[config.mk]
export PLATFORM = sky130hd
export DESIGN_NAME = mem_arbiter
export DESIGN_NICKNAME = d
export VERILOG_FILES = /design/src/rtl/mem_arbiter.sv
export SDC_FILE = /design/constraint.sdc
export NUM_CORES = 1
export LEC_CHECK = 0
export BUFFER_PORTS_ARGS = -buffer_cell sky130_fd_sc_hd__buf_2
export CAP_MARGIN = 20
export CORE_AREA = 5 5 197 199
export CTS_CLUSTER_SIZE = 40
export DETAILED_ROUTE_END_ITERATION = 8
export DIE_AREA = 0 0 202 204
export PLACE_DENSITY_LB_ADDON = 0.3
export SLEW_MARGIN = 20
export SYNTH_ARGS = -nofsm -noshare
export SYNTH_HDL_FRONTEND = slang
export SYNTH_SLANG_ARGS = --single-unit
[constraint.sdc]
create_clock -name clk -period 1.8 [get_ports clk]
set_input_delay 0.36 -clock clk [delete_from_list [all_inputs] [get_ports clk]]
set_output_delay 0.36 -clock clk [all_outputs]
set_load 0.01 [all_outputs]
[src/rtl/mem_arbiter.sv]
// mem_arbiter: two-requester (fetch / data) arbiter onto one shared memory port.
// IDLE grants at most one request, IBUS/DBUS hold the memory request until it is
// acknowledged, and RESP emits a one-cycle completion pulse to the granted side.
// When both sides request in the same IDLE cycle, the side not granted last wins.
// Optional feature: define MEM_ARB_TIMEOUT_EN to abort a memory access that has
// waited TIMEOUT_CYCLES cycles without mem_ack. The abort returns resp_err=1 and
// all-ones data.
module mem_arbiter #(
  parameter int unsigned TIMEOUT_CYCLES = 255
) (
  input  logic        clk,
  input  logic        rst,
  input  logic        ireq,
  input  logic [63:0] iaddr,
  output logic        iresp_valid,
  output logic [31:0] irdata,
  input  logic        dreq,
  input  logic        dwe,
  input  logic [63:0] daddr,
  input  logic [63:0] dwdata,
  input  logic [7:0]  dstrb,
  output logic        dresp_valid,
  output logic [63:0] drdata,
  output logic        resp_err,
  output logic        mem_req,
  output logic        mem_we,
  output logic [63:0] mem_addr,
  output logic [63:0] mem_wdata,
  output logic [7:0]  mem_strb,
  input  logic        mem_ack,
  input  logic [63:0] mem_rdata,
  output logic        busy
);

  typedef enum logic [1:0] {StIdle, StIbus, StDbus, StResp} state_e;

  state_e      state_q;
  logic        last_d_q;   // 1 when the most recent grant went to the data port
  logic        hi_word_q;  // latched iaddr[2]: selects which half of the word is returned
  logic        pick_d;
  logic        finish;
  logic [63:0] fin_data;

  // On a tie the data port wins unless it was the side granted last.
  assign pick_d = dreq & (~ireq | ~last_d_q);
  assign busy   = (state_q != StIdle);

  // Byte-offset bits below the 64-bit word are not used.
  logic unused_addr_bits;
  assign unused_addr_bits = ^{iaddr[1:0], daddr[2:0]};

`ifdef MEM_ARB_TIMEOUT_EN
  localparam int unsigned CntW = (TIMEOUT_CYCLES > 1) ? $clog2(TIMEOUT_CYCLES) : 1;

  logic [CntW-1:0] wait_cnt_q;
  logic            timeout_hit;
  logic            resp_err_q;

  // An acknowledge arriving in the timeout cycle still completes normally.
  assign timeout_hit = (wait_cnt_q == CntW'(TIMEOUT_CYCLES - 1)) & ~mem_ack;
  assign finish      = mem_ack | timeout_hit;
  assign fin_data    = mem_ack ? mem_rdata : '1;
  assign resp_err    = resp_err_q;

  // Count wait cycles of the current access and hold the error flag through RESP.
  always_ff @(posedge clk) begin
    if (rst) begin
      wait_cnt_q <= '0;
      resp_err_q <= 1'b0;
    end else begin
      if (state_q == StIdle) begin
        wait_cnt_q <= '0;
      end else if ((state_q == StIbus || state_q == StDbus) && !mem_ack) begin
        wait_cnt_q <= wait_cnt_q + 1'b1;
      end
      if ((state_q == StIbus || state_q == StDbus) && finish) begin
        resp_err_q <= timeout_hit;
      end else if (state_q == StResp) begin
        resp_err_q <= 1'b0;
      end
    end
  end
`else
  assign finish   = mem_ack;
  assign fin_data = mem_rdata;
  assign resp_err = 1'b0;

  logic [31:0] unused_timeout;
  assign unused_timeout = TIMEOUT_CYCLES;
`endif

  // Arbitration FSM with registered memory-port and response outputs.
  always_ff @(posedge clk) begin
    if (rst) begin
      state_q     <= StIdle;
      last_d_q    <= 1'b0;
      hi_word_q   <= 1'b0;
      mem_req     <= 1'b0;
      mem_we      <= 1'b0;
      mem_addr    <= '0;
      mem_wdata   <= '0;
      mem_strb    <= '0;
      iresp_valid <= 1'b0;
      dresp_valid <= 1'b0;
      irdata      <= '0;
      drdata      <= '0;
    end else begin
      iresp_valid <= 1'b0;
      dresp_valid <= 1'b0;
      unique case (state_q)
        StIdle: begin
          if (ireq || dreq) begin
            state_q   <= pick_d ? StDbus : StIbus;
            last_d_q  <= pick_d;
            hi_word_q <= iaddr[2];
            mem_req   <= 1'b1;
            mem_addr  <= {(pick_d ? daddr[63:3] : iaddr[63:3]), 3'b000};
            mem_we    <= pick_d & dwe;
            mem_wdata <= pick_d ? dwdata : '0;
            mem_strb  <= pick_d ? dstrb : '0;
          end
        end
        StIbus, StDbus: begin
          if (finish) begin
            state_q <= StResp;
            mem_req <= 1'b0;
            if (state_q == StDbus) begin
              dresp_valid <= 1'b1;
              drdata      <= fin_data;
            end else begin
              iresp_valid <= 1'b1;
              irdata      <= hi_word_q ? fin_data[63:32] : fin_data[31:0];
            end
          end
        end
        StResp: begin
          state_q <= StIdle;
        end
        default: begin
          state_q <= StIdle;
        end
      endcase
    end
  end

endmodule

* After elaboration in Yosys (flattened, before gate mapping) *
Index checks and enable logic that the tools add are counted.

word-level totals
  RAM bits = 0
  input bits = 270
  register bits after elaboration = 237
  memories kept = 0
  bits in read-only memories = 0
  bits in latches = 0

operators by class
  divide/modulo/power cells = 0
  magnitude comparators = 0
  reduce and logical (&&, ||, !) cells = 11
  shifts and indexed selects = 0
  $add $sub $neg = 0
  bitwise gates (word level) = 8
  multiplexer cells = 13
  multipliers = 0
  eq/ne operators = 5

operator list
  kind                                                             count
  64-bit 2-to-1 mux                                                1
  61-bit 2-to-1 mux                                                1
  32-bit 2-to-1 mux                                                1
  3-bit AND reduction                                              3
  8-bit 2-to-1 mux                                                 1
  2-bit 2-to-1 mux                                                 3
  2-bit case mux with 3 select lines                               1
  1-bit inverter                                                   5
  2-bit == test, second input constant                             2
  1-bit 2-to-1 mux                                                 4
  2-bit != test, second input constant                             2
  2-bit AND reduction                                              2
  2-bit nonzero test                                               2
  3-bit OR reduction                                               1
  1-bit AND                                                        2
  2-bit by 1-bit == test with 1-bit output, second input constant  1
  2-bit zero test                                                  1
  1-bit case mux with 2 select lines                               1
  2-bit OR reduction                                               1
  1-bit logical OR                                                 1
  1-bit OR                                                         1

* Longest topological paths before layout *
  depth after elaboration = 6
  mapped depth = 7
  gate-level depth less buffers = 5

* Worst setup path before layout *
No wires, ideal clock.

  path type = reg2reg
  start = reg state_q[1]
  end = reg irdata[0]
  data arrival time = 1.419 ns
  slack = 0.244 ns
  data required time = 1.662 ns
  cell stages (with the launch flop) = 7
  clock period less this slack = 1.556 ns
  cells stage by stage = dfxtp_1 > inv_1 > ha_1 > and3b_1 > buf_2 > buf_1 > a211oi_1

between the ends
  longest elaborated chain between the ends = 3
  elaborated cells between the ends (all ways) = 5
  classes of those cells = eq/ne: 2; bitwise: 1; reduce/logical: 2

ends and longest elaborated chain
  item                                                                              line      source
  from (decl)                                                                       37        state_e state_q;
  from (signal assigned)                                                            95        state_q <= StIdle;
  from (signal assigned)                                                            113       state_q <= pick_d ? StDbus : StIbus;
  from (signal assigned)                                                            125       state_q <= StResp;
  2-bit == test / 2-bit by 1-bit == test with 1-bit output (equally long branches)  110, 127
  2-bit OR reduction / 1-bit inverter (equally long branches)                       --
  3-bit AND reduction (no source line) (*)                                          --
  to (signal assigned)                                                              132       irdata <= hi_word_q ? fin_data[63:32] : fin_data[31:0];
  to (decl)                                                                         16        output logic [31:0] irdata,

Mark *: on every way between the ends. The rest lies on a longest branch, timed or not.
A chain may end at the register's enable or synchronous reset.

* Final worst setup path *
  start = reg state_q[1]
  end = reg mem_wdata[49]

between the ends
  longest elaborated chain between the ends = 2

ends and longest elaborated chain
  item                                  line  source
  2-bit zero test                       110   unique case (state_q)
  2-bit AND reduction (no source line)  --
  to (signal assigned)                  119   mem_wdata <= pick_d ? dwdata : '0;
  to (decl)                             28    output logic [63:0] mem_wdata,

No other way between the ends.

==> impl_metrics.py <==
metrics = {
    "worst_setup_path": {
        "cp-start-kind": "flop",
        "cp.arrival_ps": 2190,
        "reg2reg_slack_ps": 100,
        "crit_type": "reg2reg",
        "required_ps": 2290,
        "crit_fanout": 46,
        "end_kind": "flop",
    },
    "global_routing": {
        "track_usage_pct": 15.0,
        "grt_overflow": 0,
        "grt_start_max_net_pins": 107,
        "grt_first_pass_wirelength_microns": 50400,
        "grt_pass1_vias": 8886,
        "grt_antenna_before_repair": 6,
    },
    "sta": {
        "tns_ps": 0,
        "hold_violations": 0,
        "fin_skew_ps": 10.1,
        "worstMarginPinSlew_ps": 677,
        "fin_crit_ps": 1700,
        "timing.final.crit_share_pct": 94.5,
        "slew_headroom_pct": 54.9,
        "drv_slew": 0,
        "fmax_mhz": 588,
        "setup-violations-final": 0,
        "rsz0062_at_grt": "no",
    },
    "clock_tree": {
        "cts_tree": "done",
        "clk_path_buf_depth": 3,
        "cts_sinks": 237,
        "cts-root-buf": "clkbuf_16",
        "htreeDepth": 1,
        "clk_pin_slew_ps": 60,
        "cts_made_buffers": 28,
        "clock_latency_ps": 540,
    },
    "power": {
        "peakVddDrop_mv": 0.740,
        "clockPowerShare_pct": 27.9,
        "combPwrFrac_pct": 35.2,
        "power.density_mw_per_mm2": 1440,
        "pwr-share-seq_pct": 37.0,
        "leakage_nw": 6.32,
        "switching_share_pct": 34.4,
        "power.switching_mw": 6.69,
        "totalPowerFinal_mw": 19.4,
        "power.internal_mw": 12.7,
    },
    "die": {
        "pin_count": 508,
        "core_region_area_sq_mm": 0.0370,
        "die_h_microns": 204,
        "floorplan.die_area_sq_mm": 0.0412,
        "start_util_pct": 23.8,
        "rows": 71,
        "chipWidth_microns": 202,
    },
    "route": {
        "wl_per_cell_microns": 16.7,
        "wirelength_microns": 33500,
        "drtPass1Iterations": 5,
        "drc_errors": 0,
        "drt_iter0_markers": 423,
        "num_vias": 8993,
        "ant_nets": 0,
        "vias_per_cell": 4.48,
    },
    "synth": {
        "ys.warnings.count": 0,
        "ys_types": 31,
        "synth.mux.area_fraction_pct": 3.74,
        "ys_seq_area_share_pct": 53.8,
        "synthCells": 968,
        "synth_top_family_by_area": "compound AO/OA/AOI/OAI gates",
        "synth_xor_area_share_pct": 0,
        "synth-simple-area-share_pct": 15.7,
        "synth_compound_area_share_pct": 20.8,
        "synth_adder_area_share_pct": 0.567,
        "syn_area_per_cell_sq_um": 9.12,
        "synth_seq_cells": 237,
        "syn_area_sq_mm": 0.00883,
    },
    "place": {
        "place_congestion": 0.790,
        "place_hpwl_microns": 24400,
        "portBuffers": 498,
    },
    "cells_and_area": {
        "final_common_cell": "buf_2",
        "final_cell_mix": "buf_2 (496), nand2_1 (253), dfxtp_1 (235), nor2_1 (96), a22o_1 (73)",
        "syn2layout_area_growth_pct": 53.3,
        "drive_gt1_share_pct": 39.5,
        "nNetsFinal": 1787,
    },
    "min_path": {
        "hold_path_class": "in2reg",
    },
    "outcome": {
        "status": "completed",
    },
    "job": {
        "maxCapViolCount": 0,
    },
}
==> worst paths after layout <==
kind / startpoint / end / depth (start not counted)
min: dwdata[29] / mem_wdata[29] / 2
min reg2reg: drdata[36] / drdata[36] / 2
max reg2reg: state_q[1] / mem_wdata[49] / 7
max: state_q[1] / mem_wdata[49] / 7
==> flip-flops by register name (all words and copies together) (netlist names), 2 cells and up <==
register / count
mem_addr: 61
state_q: 2
irdata: 32
mem_wdata: 64
drdata: 64
mem_strb: 8
==> power groups by stage <==
stage	logic, mW	clock network (mW)	registers (mW)
final	6.83	5.41	7.18
after floorplan	3.08	0	7.80
after global routing	7.49	5.79	7.34
after CTS	6.92	5.59	7.18
after detailed placement	6.74	0	7.27
after global placement	6.69	0	7.24
==> through the flow <==
| step | utilization [%] | std cells | hold slack (ps) | instance area (sq um) | worst slack (ps) |
|---|---|---|---|---|---|
| floorplan | - | 971 | 476 | 8840 | 244 |
| global placement | 32.6 | 1901 | 440 | 12100 | 74.4 |
| detailed placement | 32.6 | 1901 | 444 | 12100 | 25.0 |
| CTS | 36.5 | 2002 | 1.57 | 13500 | 1.10 |
| global route | 36.5 | 2006 | 13.2 | 13500 | 7.27 |
| finish | 36.5 | 2006 | 32.3 | 13500 | 98.8 |
==> area by class of cell <==
class                   instances  area [sq um]
clock inverters                 5          32.5
diodes                          4          10.0
inverters                       4          17.5
fillers                      3845         23500
flip-flops and latches        237          4750
multi-input cells             642          3650
clock buffers                  40           837
well taps                     474           593
repair buffers                600          3640
==> cell usage after synthesis <==
| master | n | area [sq um] |
|---|---|---|
| nor3_4 | 1 | 16.3 |
| nand2b_1 | 1 | 6.26 |
| nor3b_1 | 1 | 7.51 |
| nor3_1 | 1 | 5.00 |
| a21bo_2 | 2 | 20.0 |
| mux2i_1 | 33 | 330 |
| inv_1 | 4 | 15.0 |
| a211o_1 | 1 | 8.76 |
| nor2_1 | 96 | 360 |
| buf_2 | 50 | 250 |
| conb_1 | 1 | 3.75 |
| a22o_1 | 73 | 639 |
| buf_1 | 7 | 26.3 |
| ha_1 | 4 | 50.1 |
| a311oi_1 | 62 | 543 |
| a21oi_1 | 66 | 330 |
| o21a_1 | 1 | 7.51 |
| a211oi_1 | 34 | 255 |
| nand2_1 | 254 | 953 |
| a21boi_2 | 1 | 11.3 |
| o41ai_1 | 1 | 8.76 |
| buf_6 | 7 | 78.8 |
| and3b_1 | 1 | 8.76 |
| or3b_2 | 1 | 8.76 |
| and2_4 | 1 | 8.76 |
| and2_1 | 1 | 6.26 |
| clkbuf_1 | 20 | 75.1 |
| dfxtp_1 | 237 | 4740 |
| nor2_2 | 1 | 6.26 |
| buf_4 | 4 | 30.0 |
| o211a_1 | 1 | 10.0 |
==> metal layers <==
metal,up-vias,part of all wire [%],global-route usage (%)
li1,4468,-,-
met1,4137,41,18.1
met2,317,49,25.6
met3,67,7.0,4.27
met4,4,3.5,5.74
met5,-,0.078,0
==> worst max-delay path, stage by stage, from the launching register on <==
cell and delay (ps):
dfxtp_2 350, inv_4 50, ha_4 160, buf_4 150, o21a_4 140, nor2_4 300, buf_12 260, a22o_1 180
==> cells by family after synthesis <==
family | Yosys count
AOI/OAI and AO/OA | 242
buffers and inverters | 92
and+or+nand+nor | 359
muxes | 33
other | 1
DFF | 237
adders and majority gates | 4
==> what timing repair did <==
item,in CTS,in global routing
hold buffers,54,0
hold endpoints to repair,54,0
resized for setup,5,3
buffers inserted,2,1
pin swaps,1,0
endpoints found under the setup margin,1,1
No activity file was read; power rests on OpenSTA's default activity.
